`src/rtl/uart_tx_param_if.sv`:
```
// Handshake and line bundle between a word source and the uart_tx_param serialiser.
interface uart_tx_param_if #(
   parameter int DATA_WIDTH = 8
);
   logic [DATA_WIDTH-1:0] tx_data;
   logic                  tx_valid;
   logic                  tx_ready;
   logic                  uart_txd;
   logic                  tx_busy;
   logic                  tx_done;

   modport master (
      output tx_data,
      output tx_valid,
      input  tx_ready,
      input  uart_txd,
      input  tx_busy,
      input  tx_done
   );

   modport slave (
      input  tx_data,
      input  tx_valid,
      output tx_ready,
      output uart_txd,
      output tx_busy,
      output tx_done
   );
endinterface

```
`src/rtl/uart_tx_param.sv`:
```
// Parametrised UART transmitter: start bit, DATA_WIDTH data bits, optional parity,
// 1 or 2 stop bits. One word per valid/ready handshake, all outputs registered.
module uart_tx_param #(
   parameter int CLK_FREQ    = 50_000_000,
   parameter int BAUD_RATE   = 115200,
   parameter int DATA_WIDTH  = 8,
   parameter int PARITY_MODE = 0,
   parameter int STOP_BITS   = 1,
   parameter int MSB_FIRST   = 0
) (
   input logic              sys_clk,
   input logic              sys_rst_n,
   uart_tx_param_if.slave   bus
);

   localparam int CLKS_PER_BIT = CLK_FREQ / BAUD_RATE;
   localparam int CNT_W        = $clog2(CLKS_PER_BIT);
   localparam int IDX_W        = $clog2(DATA_WIDTH);

   localparam logic [CNT_W-1:0] BAUD_LAST     = CNT_W'(CLKS_PER_BIT - 1);
   localparam logic [CNT_W-1:0] BAUD_PRE_LAST = CNT_W'(CLKS_PER_BIT - 2);
   localparam logic [IDX_W-1:0] IDX_LAST      = IDX_W'(DATA_WIDTH - 1);
   localparam logic             STOP_LAST     = (STOP_BITS == 2) ? 1'b1 : 1'b0;

   typedef enum logic [2:0] {
      IDLE   = 3'd0,
      START  = 3'd1,
      DATA   = 3'd2,
      PARITY = 3'd3,
      STOP   = 3'd4
   } state_t;

   state_t                 state_r;
   logic [DATA_WIDTH-1:0]  shift_r;
   logic                   parity_r;
   logic [CNT_W-1:0]       baud_cnt_r;
   logic [IDX_W-1:0]       bit_idx_r;
   logic                   stop_idx_r;
   logic                   txd_r;
   logic                   ready_r;
   logic                   busy_r;
   logic                   done_r;
   logic                   bit_end_s;
   logic                   frame_end_s;

   function automatic logic [DATA_WIDTH-1:0] reverse_bits(input logic [DATA_WIDTH-1:0] d);
      logic [DATA_WIDTH-1:0] r;
      r = {DATA_WIDTH{1'b0}};
      for (int i = 0; i < DATA_WIDTH; i++) begin
         r[i] = d[DATA_WIDTH-1-i];
      end
      return r;
   endfunction

   function automatic logic parity_bit(input logic [DATA_WIDTH-1:0] d);
      if (PARITY_MODE == 1) begin
         return ~^d;
      end else begin
         return ^d;
      end
   endfunction

   // Bit-period end and frame-end strobes from the baud counter.
   always_comb begin
      bit_end_s   = (baud_cnt_r == BAUD_LAST);
      // IDLE is entered one cycle early: that first IDLE cycle still drives the
      // line high, completing the last stop bit while a new word can be accepted.
      frame_end_s = (stop_idx_r == STOP_LAST) && (baud_cnt_r == BAUD_PRE_LAST);
   end

   // Frame sequencer with registered line and handshake outputs.
   always_ff @(posedge sys_clk or negedge sys_rst_n) begin
      if (!sys_rst_n) begin
         state_r    <= IDLE;
         shift_r    <= {DATA_WIDTH{1'b0}};
         parity_r   <= 1'b0;
         baud_cnt_r <= {CNT_W{1'b0}};
         bit_idx_r  <= {IDX_W{1'b0}};
         stop_idx_r <= 1'b0;
         txd_r      <= 1'b1;
         ready_r    <= 1'b0;
         busy_r     <= 1'b0;
         done_r     <= 1'b0;
      end else begin
         done_r <= 1'b0;
         case (state_r)
            IDLE: begin
               baud_cnt_r <= {CNT_W{1'b0}};
               stop_idx_r <= 1'b0;
               if (bus.tx_valid && ready_r) begin
                  shift_r  <= (MSB_FIRST != 0) ? reverse_bits(bus.tx_data) : bus.tx_data;
                  parity_r <= parity_bit(bus.tx_data);
                  state_r  <= START;
                  txd_r    <= 1'b0;
                  ready_r  <= 1'b0;
                  busy_r   <= 1'b1;
               end else begin
                  txd_r    <= 1'b1;
                  ready_r  <= 1'b1;
                  busy_r   <= 1'b0;
               end
            end
            START: begin
               if (bit_end_s) begin
                  baud_cnt_r <= {CNT_W{1'b0}};
                  bit_idx_r  <= {IDX_W{1'b0}};
                  state_r    <= DATA;
                  txd_r      <= shift_r[0];
               end else begin
                  baud_cnt_r <= baud_cnt_r + CNT_W'(1);
               end
            end
            DATA: begin
               if (bit_end_s) begin
                  baud_cnt_r <= {CNT_W{1'b0}};
                  if (bit_idx_r == IDX_LAST) begin
                     if (PARITY_MODE != 0) begin
                        state_r <= PARITY;
                        txd_r   <= parity_r;
                     end else begin
                        state_r <= STOP;
                        txd_r   <= 1'b1;
                     end
                  end else begin
                     bit_idx_r <= bit_idx_r + IDX_W'(1);
                     shift_r   <= {1'b0, shift_r[DATA_WIDTH-1:1]};
                     txd_r     <= shift_r[1];
                  end
               end else begin
                  baud_cnt_r <= baud_cnt_r + CNT_W'(1);
               end
            end
            PARITY: begin
               if (bit_end_s) begin
                  baud_cnt_r <= {CNT_W{1'b0}};
                  stop_idx_r <= 1'b0;
                  state_r    <= STOP;
                  txd_r      <= 1'b1;
               end else begin
                  baud_cnt_r <= baud_cnt_r + CNT_W'(1);
               end
            end
            STOP: begin
               txd_r <= 1'b1;
               if (frame_end_s) begin
                  baud_cnt_r <= {CNT_W{1'b0}};
                  stop_idx_r <= 1'b0;
                  state_r    <= IDLE;
                  done_r     <= 1'b1;
                  ready_r    <= 1'b1;
                  busy_r     <= 1'b0;
               end else if (bit_end_s) begin
                  baud_cnt_r <= {CNT_W{1'b0}};
                  stop_idx_r <= 1'b1;
               end else begin
                  baud_cnt_r <= baud_cnt_r + CNT_W'(1);
               end
            end
            default: begin
               state_r    <= IDLE;
               baud_cnt_r <= {CNT_W{1'b0}};
               stop_idx_r <= 1'b0;
               txd_r      <= 1'b1;
               ready_r    <= 1'b0;
               busy_r     <= 1'b0;
            end
         endcase
      end
   end

   assign bus.uart_txd = txd_r;
   assign bus.tx_ready = ready_r;
   assign bus.tx_busy  = busy_r;
   assign bus.tx_done  = done_r;

endmodule

```
`src/flat_wrapper.sv`:
```
// flat-port wrapper written by rule: the top's interface ports become plain ports
module uart_tx_param_flat 
#(
   parameter int CLK_FREQ    = 50_000_000,
   parameter int BAUD_RATE   = 115200,
   parameter int DATA_WIDTH  = 8,
   parameter int PARITY_MODE = 0,
   parameter int STOP_BITS   = 1,
   parameter int MSB_FIRST   = 0
)
  (sys_clk, sys_rst_n, bus_tx_data, bus_tx_valid, bus_tx_ready, bus_uart_txd, bus_tx_busy, bus_tx_done);
  uart_tx_param_if #(.DATA_WIDTH(DATA_WIDTH)) bus_i ();
  input logic sys_clk;
  input logic sys_rst_n;
  input wire logic [$bits(bus_i.tx_data)-1:0] bus_tx_data;
  input wire logic [$bits(bus_i.tx_valid)-1:0] bus_tx_valid;
  output wire logic [$bits(bus_i.tx_ready)-1:0] bus_tx_ready;
  output wire logic [$bits(bus_i.uart_txd)-1:0] bus_uart_txd;
  output wire logic [$bits(bus_i.tx_busy)-1:0] bus_tx_busy;
  output wire logic [$bits(bus_i.tx_done)-1:0] bus_tx_done;
  assign bus_i.tx_data = bus_tx_data;
  assign bus_i.tx_valid = bus_tx_valid;
  assign bus_tx_ready = bus_i.tx_ready;
  assign bus_uart_txd = bus_i.uart_txd;
  assign bus_tx_busy = bus_i.tx_busy;
  assign bus_tx_done = bus_i.tx_done;
  uart_tx_param #(.CLK_FREQ(CLK_FREQ), .BAUD_RATE(BAUD_RATE), .DATA_WIDTH(DATA_WIDTH), .PARITY_MODE(PARITY_MODE), .STOP_BITS(STOP_BITS), .MSB_FIRST(MSB_FIRST)) u_core (.sys_clk(sys_clk), .sys_rst_n(sys_rst_n), .bus(bus_i));
endmodule
```
`config.mk`:
```
export PLATFORM = sky130hd
export DESIGN_NAME = uart_tx_param_flat
export DESIGN_NICKNAME = d
export VERILOG_FILES = /design/src/rtl/uart_tx_param_if.sv /design/src/rtl/uart_tx_param.sv /design/src/flat_wrapper.sv
export SDC_FILE = /design/constraint.sdc
export NUM_CORES = 1
export LEC_CHECK = 0
export ABC_CLOCK_PERIOD_IN_PS = 2700
export BUFFER_PORTS_ARGS = -buffer_cell sky130_fd_sc_hd__buf_2
export CAP_MARGIN = 10
export CORE_UTILIZATION = 35
export DETAILED_ROUTE_END_ITERATION = 16
export GPL_ROUTABILITY_DRIVEN = 0
export PLACE_DENSITY = 0.54
export RECOVER_POWER = 100
export SLEW_MARGIN = 40
export SYNTH_ARGS = -nofsm -noshare
export SYNTH_HDL_FRONTEND = slang
export SYNTH_SLANG_ARGS = --single-unit
```
`constraint.sdc`:
```
create_clock -name sys_clk -period 2.7 [get_ports sys_clk]
set_clock_uncertainty 0.15 [all_clocks]
set_input_delay 0.27 -clock sys_clk [delete_from_list [all_inputs] [get_ports sys_clk]]
set_output_delay 0.27 -clock sys_clk [all_outputs]
set_load 0.05 [all_outputs]
```
==> results of run 1 <==
[critical path, stage by stage, from the launching register on]
cell and delay (ns):
dfrtp_1 0.46, nor4b_4 0.40, and3_1 0.31, o211a_1 0.36
mux2_1 0.36
[layer usage]
| metal | global-route usage | share of wire | wire length (um) | vias up |
|---|---|---|---|---|
| li1 | - | - | - | 526 |
| met1 | 0.199 | 0.47 | 1310 | 504 |
| met4 | 0.0399 | 0.016 | 44 | 0 |
| met2 | 0.239 | 0.46 | 1280 | 33 |
| met3 | 0.0473 | 0.052 | 145 | 7 |
| met5 | 0 | 0 | 0 | - |
[cells by family (layout without fill, tap and decap cells)]
logic type / after synthesis / in the layout
xor+xnor: 8 / 8
mux: 15 / 15
buf+inv: 16 / 29
simple gates: 47 / 47
compound gates: 23 / 23
flops: 28 / 28
fa+ha+maj: 5 / 5
[where the power goes]
| group | switching (mW) | total, mW | internal (mW) |
|---|---|---|---|
| sequential | 0 | 0.419 | 0.419 |
| clock | 0.123 | 0.229 | 0.106 |
| combinational | 0.0138 | 0.0246 | 0.0108 |
| total | 0.137 | 0.672 | 0.536 |
[layout make-up]
class	count	area [um^2]	area share
clock buffers	4	45.0	0.0277
inverters	10	37.5	0.0231
multi-input cells	98	704	0.433
flip-flops and latches	28	702	0.432
well taps	50	62.6	0.0385
repair buffers	15	73.8	0.0454
[synth_stat cells, drive strengths merged, types with 2 or more instances]
| master | count |
|---|---|
| a31oi | 2 |
| o21ai | 7 |
| nor3 | 4 |
| nor2 | 16 |
| o22ai | 2 |
| inv | 10 |
| nand3 | 8 |
| xor2 | 3 |
| and3 | 4 |
| mux2 | 14 |
| dfrtp | 27 |
| clkbuf | 4 |
| ha | 5 |
| a21oi | 2 |
| buf | 2 |
| nand4 | 2 |
| xnor2 | 5 |
| nand2 | 7 |
| o31ai | 3 |
[stage by stage]
step | utilization | instances
detailed placement | 0.396 | 200
finish | 0.401 | 205
global placement | 0.396 | 200
CTS | 0.410 | 205
floorplan | - | 142
global route | 0.401 | 205
[worst max path at each step]
stage | from | end | depth (start not counted)
global placement | u_core.baud_cnt_r[6] | u_core.shift_r[6] | 4
finish | u_core.baud_cnt_r[6] | u_core.shift_r[1] | 4
global route | sys_rst_n | u_core.shift_r[6] | 2
CTS | u_core.baud_cnt_r[6] | u_core.shift_r[5] | 4
detailed placement | u_core.baud_cnt_r[6] | u_core.shift_r[5] | 4
floorplan | u_core.baud_cnt_r[6] | u_core.shift_r[0] | 5
[state kept, by name, summed over array words and instances, names as in the netlist]
signal,cells
u_core.bus.uart_txd,1
u_core.bus.tx_busy,1
u_core.bus.tx_ready,1
u_core.state_r,3
u_core.baud_cnt_r,9
u_core.bit_idx_r,3
u_core.shift_r,8
u_core.bus.tx_done,1
u_core.stop_idx_r,1
==> impl_results.md, run 1 <==
- Status: finished with violations
- Failing checks: max-capacitance violations, max-slew violations
- Total wire length: 2790 um
- XOR/XNOR share of the synthesized area: 0.0465
- Hold Crit Class: in2reg
- Compound-gate portion of the synthesized area: 0.103
- Final setup vio count: 0
- Share of cells above drive strength 1: 0.155
- Port-buffer cells: 14
- DP Worst Slack: 0.569 ns
- WHS Endpoint: u_core.shift_r[7]
- DRT antenna net count: 0
- Critical hold path startpoint: bus_tx_data[7]
- Final Total Pwr: 0.672 mW
- CTS Sinks: 28
- Mapped Area: 1510 um^2
- Initial Utilization: 0.372
- Largest family of logic cells by synthesized area: simple AND/OR/NAND/NOR gates
- Worst R2R Setup Slack: 0.54 ns
- Ports: 15
- Setup TNS: 0 ns
- Most common cell after layout, fill and taps aside: dfrtp_1
- Clock Latency Late Sink: 0.27 ns
- 1st-iter DRT viols: 63
- DP HPWL: 1990 um
- Post-CTS Setup Repair Bufs: 0
- Worst-margin pin slew: 1.51 ns
- Most used DFF post-synth: dfrtp_1
- Max frequency: 463 MHz
- Post-CTS sizing: 0
- Placed cell areas: 1610 um^2
- Final Hold Fails: 0
- Startpoint types: flip-flop
- Slew Limit Headroom: -0.00991
- RSZ-0062 raised after global routing: no
- Leakage: 0.765 nW
- Vias in the first global route: 1103
- Max cap viols: 1
- Vias/cell: 5.22
- Avg WL per Cell: 13.6 um
- Post-synth top area share: 0.448
- Synth warn: 0
- Async set-reset flop share out of synthesis: 1.00
- Initial antenna violation count: 0
- WHS: 0.111 ns
- EDFF count, synth: 0
- Reg2reg path depth: 4
- Top cells by area, synth: dfrtp_1 45%, mux2_4 7.0%, mux2_2 5.2%, ha_1 4.1%, nor2_1 4.0%
- DR pass1 iterations: 4
- Filler cells: 403
- Reg clk slew, reported paths: 0.09 ns
- WP data required: 2.71 ns
- Synth area leader: dfrtp_1
- H-Tree Depth: 1
- Syn Nets: 158
- Post-layout minimum cycle time: 2.16 ns
- Longest Clk Path Bufs: 2
- Nets@finish: 172
- Peak supply drop: 0.294 mV
- CTS root buffer: clkbuf_8
- Yosys cell types: 39
- GR Overflow Total: 0
- Largest net degree at the start of global routing: 29
- CP Data Arrival Time: 2.16 ns
- First-pass GRT wire length: 5190 um
- Maximum fanout along the worst path: 8
- Synthesized area per cell: 10.6 um^2
- PD cells: 414 nW/um^2
- Area delta synth->final: 7.80%
- Site row count: 23
- Die width: 67.6 um
- Inserted Clock Buffers: 3
- Die Span Y: 67.6 um
- Reg2reg end: u_core.shift_r[1]
- Antenna diodes: 0
- CP endpoint kind: flip-flop
- Tot GR Track Use: 0.151
- Post-Synth Adder-Cell Area: 0.0415
- Slew Limit Fails: 29
- Simple-gate portion of the synthesized area: 0.168
- CP Class: reg2reg
- Final Cell Area: 1630 um^2
- CTS tree: yes
- DRC: 0
- Synthesized instance count: 142
- Mux cell area share after synthesis: 0.129
- Final Worst Setup Slack: 0.541 ns
- R2r startpoint: u_core.baud_cnt_r[6]
- Most frequent cells in the layout: 27 x dfrtp_1, 16 x nor2_1, 10 x inv_1
- Seq/Total Area, Yosys: 0.466
- Hold Path Stages: 3
- Die area: 4570 um^2
- Hold buffers post-CTS: 1
- Register bit total from synthesis: 28
- CORE AREA: 4060 um^2
- Period Utilization, post-route: 0.799
- Routed vias: 1070
(Power assumes the default switching activity.)
==> run 2: changes to the inputs <==
ABC_CLOCK_PERIOD_IN_PS = 2200   (was 2700)
clock period = 2.2 ns   (was 2.7 ns; I/O delays follow)
==> run 2 against run 1 <==
Against the previous run:
- the flow now finishes without violations
- flip-flop and latch count did not move
- critical path type unchanged
- non-clock buffer count rose by 6
- critical endpoint is now u_core.shift_r[0]
- setup slack got worse by 0.34 ns
- fmax rose by 7.9%
- utilization rose by 1.8 points
==> impl_results.md, run 2 (synthesized netlist as in run 1, its figures left out) <==
- Peak supply drop: 0.227 mV (-23%)
- CP endpoint kind: flip-flop
- CP max stage delay: 0.41 ns (-0.05 ns)
- Ports: 15 (unchanged)
- Site row count: 23 (unchanged)
- Post-CTS sizing: 0 (unchanged)
- Top Registers: u_core.baud_cnt_r (9), u_core.shift_r (8)
- Die width: 67.6 um (unchanged)
- Switching Fraction: 0.192 (-0.0117)
- Die Span Y: 67.6 um (unchanged)
- CTS tree: yes
- DP HPWL: 2060 um (+3.6%)
- Maximum fanout along the worst path: 8 (unchanged)
- Routed vias: 1065 (-0.47%)
- CTS Sinks: 28 (unchanged)
- CP Class: reg2reg
- Most frequent cells in the layout: 27 x dfrtp_1, 16 x nor2_1, 10 x inv_1, 10 x buf_2, 8 x nand3_1
- Area delta synth->final: 12.7%
- Clk pwr share: 0.428 (+0.088)
- Slew Limit Headroom: 0.587 (+0.597)
- CORE AREA: 4060 um^2 (unchanged)
- Reg clk slew, reported paths: 0.10 ns (about the same)
- CTS root buffer: clkbuf_8
- Most common cell after layout, fill and taps aside: dfrtp_1
- PD cells: 562 nW/um^2 (+36%)
- Total wire length: 2760 um (-0.83%)
- Hold Crit Class: in2reg
- RSZ-0062 raised after global routing: no
- Slew Limit Fails: 0 (-100%)
- Share of cells above drive strength 1: 0.199 (+0.0439)
- Worst-margin pin slew: 0.619 ns (-0.895 ns)
- Seq pwr share: 0.538 (-0.085)
- Post-CTS Setup Repair Bufs: 0 (unchanged)
- Gr busiest metal: met2
- Vias/cell: 5.05 (-3.3%)
- CP Data Arrival Time: 2.01 ns (-0.15 ns)
- Sequential cell area: 702 um^2 (unchanged)
- Port-buffer cells: 14 (unchanged)
- Final Hold Fails: 0 (unchanged)
- M1 GR Usage: 0.177 (-0.0216)
- H-Tree Depth: 1 (unchanged)
- GR met3 Demand/Resource: 0.0253 (-0.0220)
- Routing usage on met2: 0.207 (-0.0322)
- Largest register FFs: 9 (unchanged)
- Critical path cell sequence: ha_1, ha_1, nand2b_1, nand2_1, o211a_1, mux2_1
- Inserted Clock Buffers: 3 (unchanged)
- Max cap viols: 0 (-1)
- Max frequency: 500 MHz (+7.9%)
- Gate power share: 0.034 (-0.003)
- Tot GR Track Use: 0.132 (-0.0194)
- DRT antenna net count: 0 (unchanged)
- GR Overflow Total: 0 (unchanged)
- Filler cells: 393 (-2.5%)
- Die area: 4570 um^2 (unchanged)
- Largest net degree at the start of global routing: 29 (unchanged)
- Vias in the first global route: 1031 (-6.5%)
- DR pass1 iterations: 4 (unchanged)
- 1st-iter DRT viols: 72 (+14%)
- Nets@finish: 178 (+3.5%)
- Multi-input gate area: 709 um^2 (+0.71%)
- Status: completed
- Startpoint types: flip-flop
- Antenna diodes: 0 (unchanged)
- DRC: 0 (unchanged)
- Final Total Pwr: 0.956 mW (+42%)
- Initial Utilization: 0.372 (unchanged)
- Final core occ: 0.419 (+0.0182)
- Int Pwr: 0.773 mW (+44%)
- Clock Latency Late Sink: 0.27 ns (about the same)
- Period Utilization, post-route: 0.910 (+0.110)
- Post-layout minimum cycle time: 2.00 ns (-0.158 ns)
- Setup TNS: 0 ns (unchanged)
- First-pass GRT wire length: 4570 um (-12%)
- Avg WL per Cell: 13.1 um (-3.6%)
- Most flop-heavy register: u_core.baud_cnt_r
- CP most frequent cell: ha_1
- Psw: 0.183 mW (+34%)
- Max stage delay cell, worst path: dfrtp_1
- WP data required: 2.21 ns (-0.50 ns)
- Longest Clk Path Bufs: 2 (unchanged)
- Final setup vio count: 0 (unchanged)
- Leakage: 0.805 nW (+5.3%)
- Initial antenna violation count: 0 (unchanged)
run 2: changes by cell type in the layout (fill, tap and decap cells not counted), sizes merged:
cell	previous run	this run
buf	9	15
bufinv	0	1
clkbuf	9	8
run 2: worst paths after layout:
check,slack [ns],depth (start not counted),startpoint,end
hold / removal,0.05,3,bus_tx_data[7],u_core.shift_r[7]
max in group asynchronous,1.17,2,sys_rst_n,u_core.baud_cnt_r[0]
min in group asynchronous,0.33,2,sys_rst_n,u_core.state_r[0]
setup / recovery,0.20,6,u_core.bit_idx_r[0],u_core.shift_r[0]
hold reg to reg,0.35,1,u_core.shift_r[3],u_core.shift_r[3]
setup reg to reg,0.20,6,u_core.bit_idx_r[0],u_core.shift_r[0]
run 2: area by class of cell:
type	instances	area share
multi-input cells	98	0.418
flip-flops and latches	28	0.413
clock buffers	3	0.0243
inverters	10	0.0221
repair buffers	21	0.0685
well taps	50	0.0368
clock inverters	1	0.0177
run 2: through the flow:
step / std cells / hold WS, ns / cell area, um^2 / worst slack, ns
floorplan: 142 / -0.226 / 1510 / 0.342
CTS: 211 / 0.0487 / 1730 / 0.143
finish: 211 / 0.0500 / 1700 / 0.199
global route: 211 / 0.0518 / 1700 / 0.0606
global placement: 206 / 0.117 / 1650 / 0.186
detailed placement: 206 / 0.128 / 1650 / 0.150
run 2: power groups by stage:
stage / registers [mW] / logic, mW / clock network [mW]
final: 0.514 / 0.0324 / 0.409
after global placement: 0.524 / 0.0314 / 0
after detailed placement: 0.524 / 0.0327 / 0
after floorplan: 0.525 / 0.0100 / 0
after global routing: 0.514 / 0.0366 / 0.435
after CTS: 0.514 / 0.0340 / 0.420
run 2: per-layer routing:
metal / part of all wire / up-vias
met3: 0.039 / 2
met4: 0.0072 / 0
met1: 0.49 / 509
met2: 0.46 / 17
met5: 0 / -
li1: - / 537
run 2: repair_timing:
action	in CTS	in global routing
hold buffers	1	0
endpoints found under the hold margin	27	0
setup endpoints to repair	0	0
run 2: worst max-delay path: cells and delay by family (launching register included):
kind	cells	cell delay, ns
AND/OR/NAND/NOR	2	0.24
AO/OA/AOI/OAI	1	0.33
flip-flops	1	0.41
multiplexers	1	0.36
adder cells (fa/ha/maj)	2	0.40
==> run 3: changes to the inputs <==
ABC_CLOCK_PERIOD_IN_PS = 1820   (was 2200)
HOLD_SLACK_MARGIN = 0.15   (was unset)
PLACE_DENSITY = 0.56   (was 0.54)
clock period = 1.82 ns   (was 2.2 ns; I/O delays follow)
==> run 3 against run 2 <==
Against the previous run:
- via count increased by 12%
- first-iteration DRC count decreased by 13%
- flip-flop and latch count unchanged
- critical path type unchanged
- sequential power increased by 21%
- combinational power increased by 64%
- utilization increased by 7.8 points
- register-to-register slack got worse by 0.17 ns
==> impl_results.md, run 3 (synthesized netlist as in run 1, its figures left out) <==
- Initial Utilization: 0.372 (unchanged)
- Die area: 4570 um^2 (unchanged)
- Startpoint types: flip-flop
- Avg WL per Cell: 13.0 um (-0.85%)
- Routed vias: 1188 (+12%)
- Longest Clk Path Bufs: 2 (unchanged)
- GR Overflow Total: 0 (unchanged)
- Most flop-heavy register: u_core.baud_cnt_r
- Worst-margin pin slew: 0.701 ns (+0.0811 ns)
- Period Utilization, post-route: 0.986 (+0.0769)
- WHS: 0.213 ns (+0.163 ns)
- Psw: 0.228 mW (+24%)
- Vias/cell: 4.91 (-2.7%)
- Max frequency: 557 MHz (+11%)
- CORE AREA: 4060 um^2 (unchanged)
- Port-buffer cells: 14 (unchanged)
- Most common cell after layout, fill and taps aside: dfrtp_1
- Site row count: 23 (unchanged)
- Reg clk slew, reported paths: 0.11 ns (about the same)
- Nets@finish: 209 (+17%)
- Inserted Clock Buffers: 3 (unchanged)
- Critical path cell sequence: ha_2, ha_2, nand2b_4, nand2_2, o211a_1, buf_12, mux2_4
- DRC: 0 (unchanged)
- Final setup vio count: 0 (unchanged)
- Die width: 67.6 um (unchanged)
- CP endpoint kind: flip-flop
- Leakage: 0.945 nW (+17%)
- Antenna diodes: 0 (unchanged)
- Post-route insts no fill: 242 (+15%)
- First-pass GRT wire length: 5420 um (+19%)
- Seq pwr share: 0.530 (-0.008)
- DP HPWL: 2310 um (+12%)
- Largest register FFs: 9 (unchanged)
- RSZ-0062 raised after global routing: yes
- Clock Latency Late Sink: 0.28 ns (about the same)
- Ports: 15 (unchanged)
- Total wire length: 3140 um (+14%)
- CP max stage delay: 0.39 ns (-0.02 ns)
- Max stage delay cell, worst path: dfrtp_1
- Top Registers: u_core.baud_cnt_r (9), u_core.shift_r (8)
- Status: completed
- Post-layout minimum cycle time: 1.80 ns (-0.206 ns)
- Hold Crit Class: in2reg
- Area delta synth->final: 33.6%
- CP Class: reg2reg
- H-Tree Depth: 1 (unchanged)
- Slew Limit Headroom: 0.533 (-0.0541)
- Slew Limit Fails: 0 (unchanged)
- PD cells: 583 nW/um^2 (+3.6%)
- Max cap viols: 0 (unchanged)
- Final core occ: 0.496 (+0.0777)
- WP data required: 1.85 ns (-0.36 ns)
- Most frequent cells in the layout: 26 x dfrtp_1, 24 x buf_4, 15 x nor2_1
- Initial antenna violation count: 0 (unchanged)
- Int Pwr: 0.946 mW (+22%)
- Maximum fanout along the worst path: 8 (unchanged)
- Gate power share: 0.045 (+0.011)
- Clk pwr share: 0.425 (-0.003)
- Tot GR Track Use: 0.158 (+0.0263)
- Final Total Pwr: 1.17 mW (+23%)
- CP most frequent cell: ha_2
- Largest net degree at the start of global routing: 29 (unchanged)
- 1st-iter DRT viols: 63 (-13%)
- Share of cells above drive strength 1: 0.365 (+0.166)
- Vias in the first global route: 1231 (+19%)
- DR pass1 iterations: 4 (unchanged)
- Die Span Y: 67.6 um (unchanged)
- Peak supply drop: 0.352 mV (+55%)
- Switching Fraction: 0.194 (+0.00255)
- CTS tree: yes
- Cell count after placement: 226 (+9.7%)
- CTS root buffer: clkbuf_8
- CTS Sinks: 28 (unchanged)
- CP Data Arrival Time: 1.82 ns (-0.19 ns)
- Final Hold Fails: 0 (unchanged)
- DRT antenna net count: 0 (unchanged)
[run 3: cell count changes in the layout (fill, tap and decap cells not counted), sizes merged]
cell         previous run  this run
dlygate4sd3             1         9
buf                    15        34
clkbuf                  8        12
[run 3: worst paths after layout]
path	startpoint	endpoint	slack [ns]	cells past startpoint
min in group asynchronous	sys_rst_n	u_core.bus.tx_done	0.32	2
worst min-delay path	bus_tx_valid	u_core.shift_r[7]	0.21	4
worst min register to register	u_core.shift_r[6]	u_core.shift_r[6]	0.37	1
worst max register to register	u_core.bit_idx_r[1]	u_core.shift_r[5]	0.02	7
max in group asynchronous	sys_rst_n	u_core.state_r[1]	0.71	2
worst max-delay path	u_core.bit_idx_r[1]	u_core.shift_r[5]	0.02	7
[run 3: metal layers]
| layer | vias up | track usage | part of all wire |
|---|---|---|---|
| met2 | 23 | 0.278 | 0.49 |
| met1 | 564 | 0.189 | 0.47 |
| met3 | 2 | 0.0439 | 0.034 |
| met4 | 0 | 0.0372 | 0.0060 |
| met5 | - | 0 | 0 |
| li1 | 599 | - | - |
[run 3: power by group through the flow]
stage          Combinational, mW  Clock [mW]  Sequential [mW]
6_report                  0.0530       0.499            0.622
4_1_cts                   0.0544       0.510            0.622
5_1_grt                   0.0607       0.538            0.622
3_5_place_dp              0.0395           0            0.634
2_1_floorplan             0.0121           0            0.634
3_3_place_gp              0.0382           0            0.634
[run 3: critical path, delay by kind of cell, from the launching register on]
kind | cells | cell delay, ns
flip-flops | 1 | 0.39
AND/OR/NAND/NOR | 2 | 0.19
multiplexers | 1 | 0.30
adder cells (fa/ha/maj) | 2 | 0.36
AO/OA/AOI/OAI | 1 | 0.18
buffers and inverters | 1 | 0.14
[run 3: what timing repair did]
action,CTS,global route
pin swaps,0,2
gates resized for setup,4,6
endpoints found under the setup margin,7,21
setup buffers,1,2
cloned,0,0
hold buffers,9,0
hold endpoints to repair,35,0
[run 3: metrics by stage]
stage / worst slack [ns] / TNS, ns / instance area, um^2
floorplan: -0.0342 / -0.239 / 1510
global placement: -0.0291 / -0.198 / 1820
detailed placement: -0.0578 / -0.361 / 1820
CTS: 0.0145 / 0 / 2000
global route: -0.0273 / -0.179 / 2010
finish: 0.0248 / 0 / 2010
[run 3: layout make-up]
type | count | area [um^2]
Clock buffer | 3 | 41.3
Clock inverter | 1 | 30.0
Fill cell | 366 | 2040
Inverter | 10 | 37.5
Multi-Input combinational cell | 98 | 764
Sequential cell | 28 | 703
Tap cell | 50 | 62.6
Timing Repair Buffer | 52 | 375
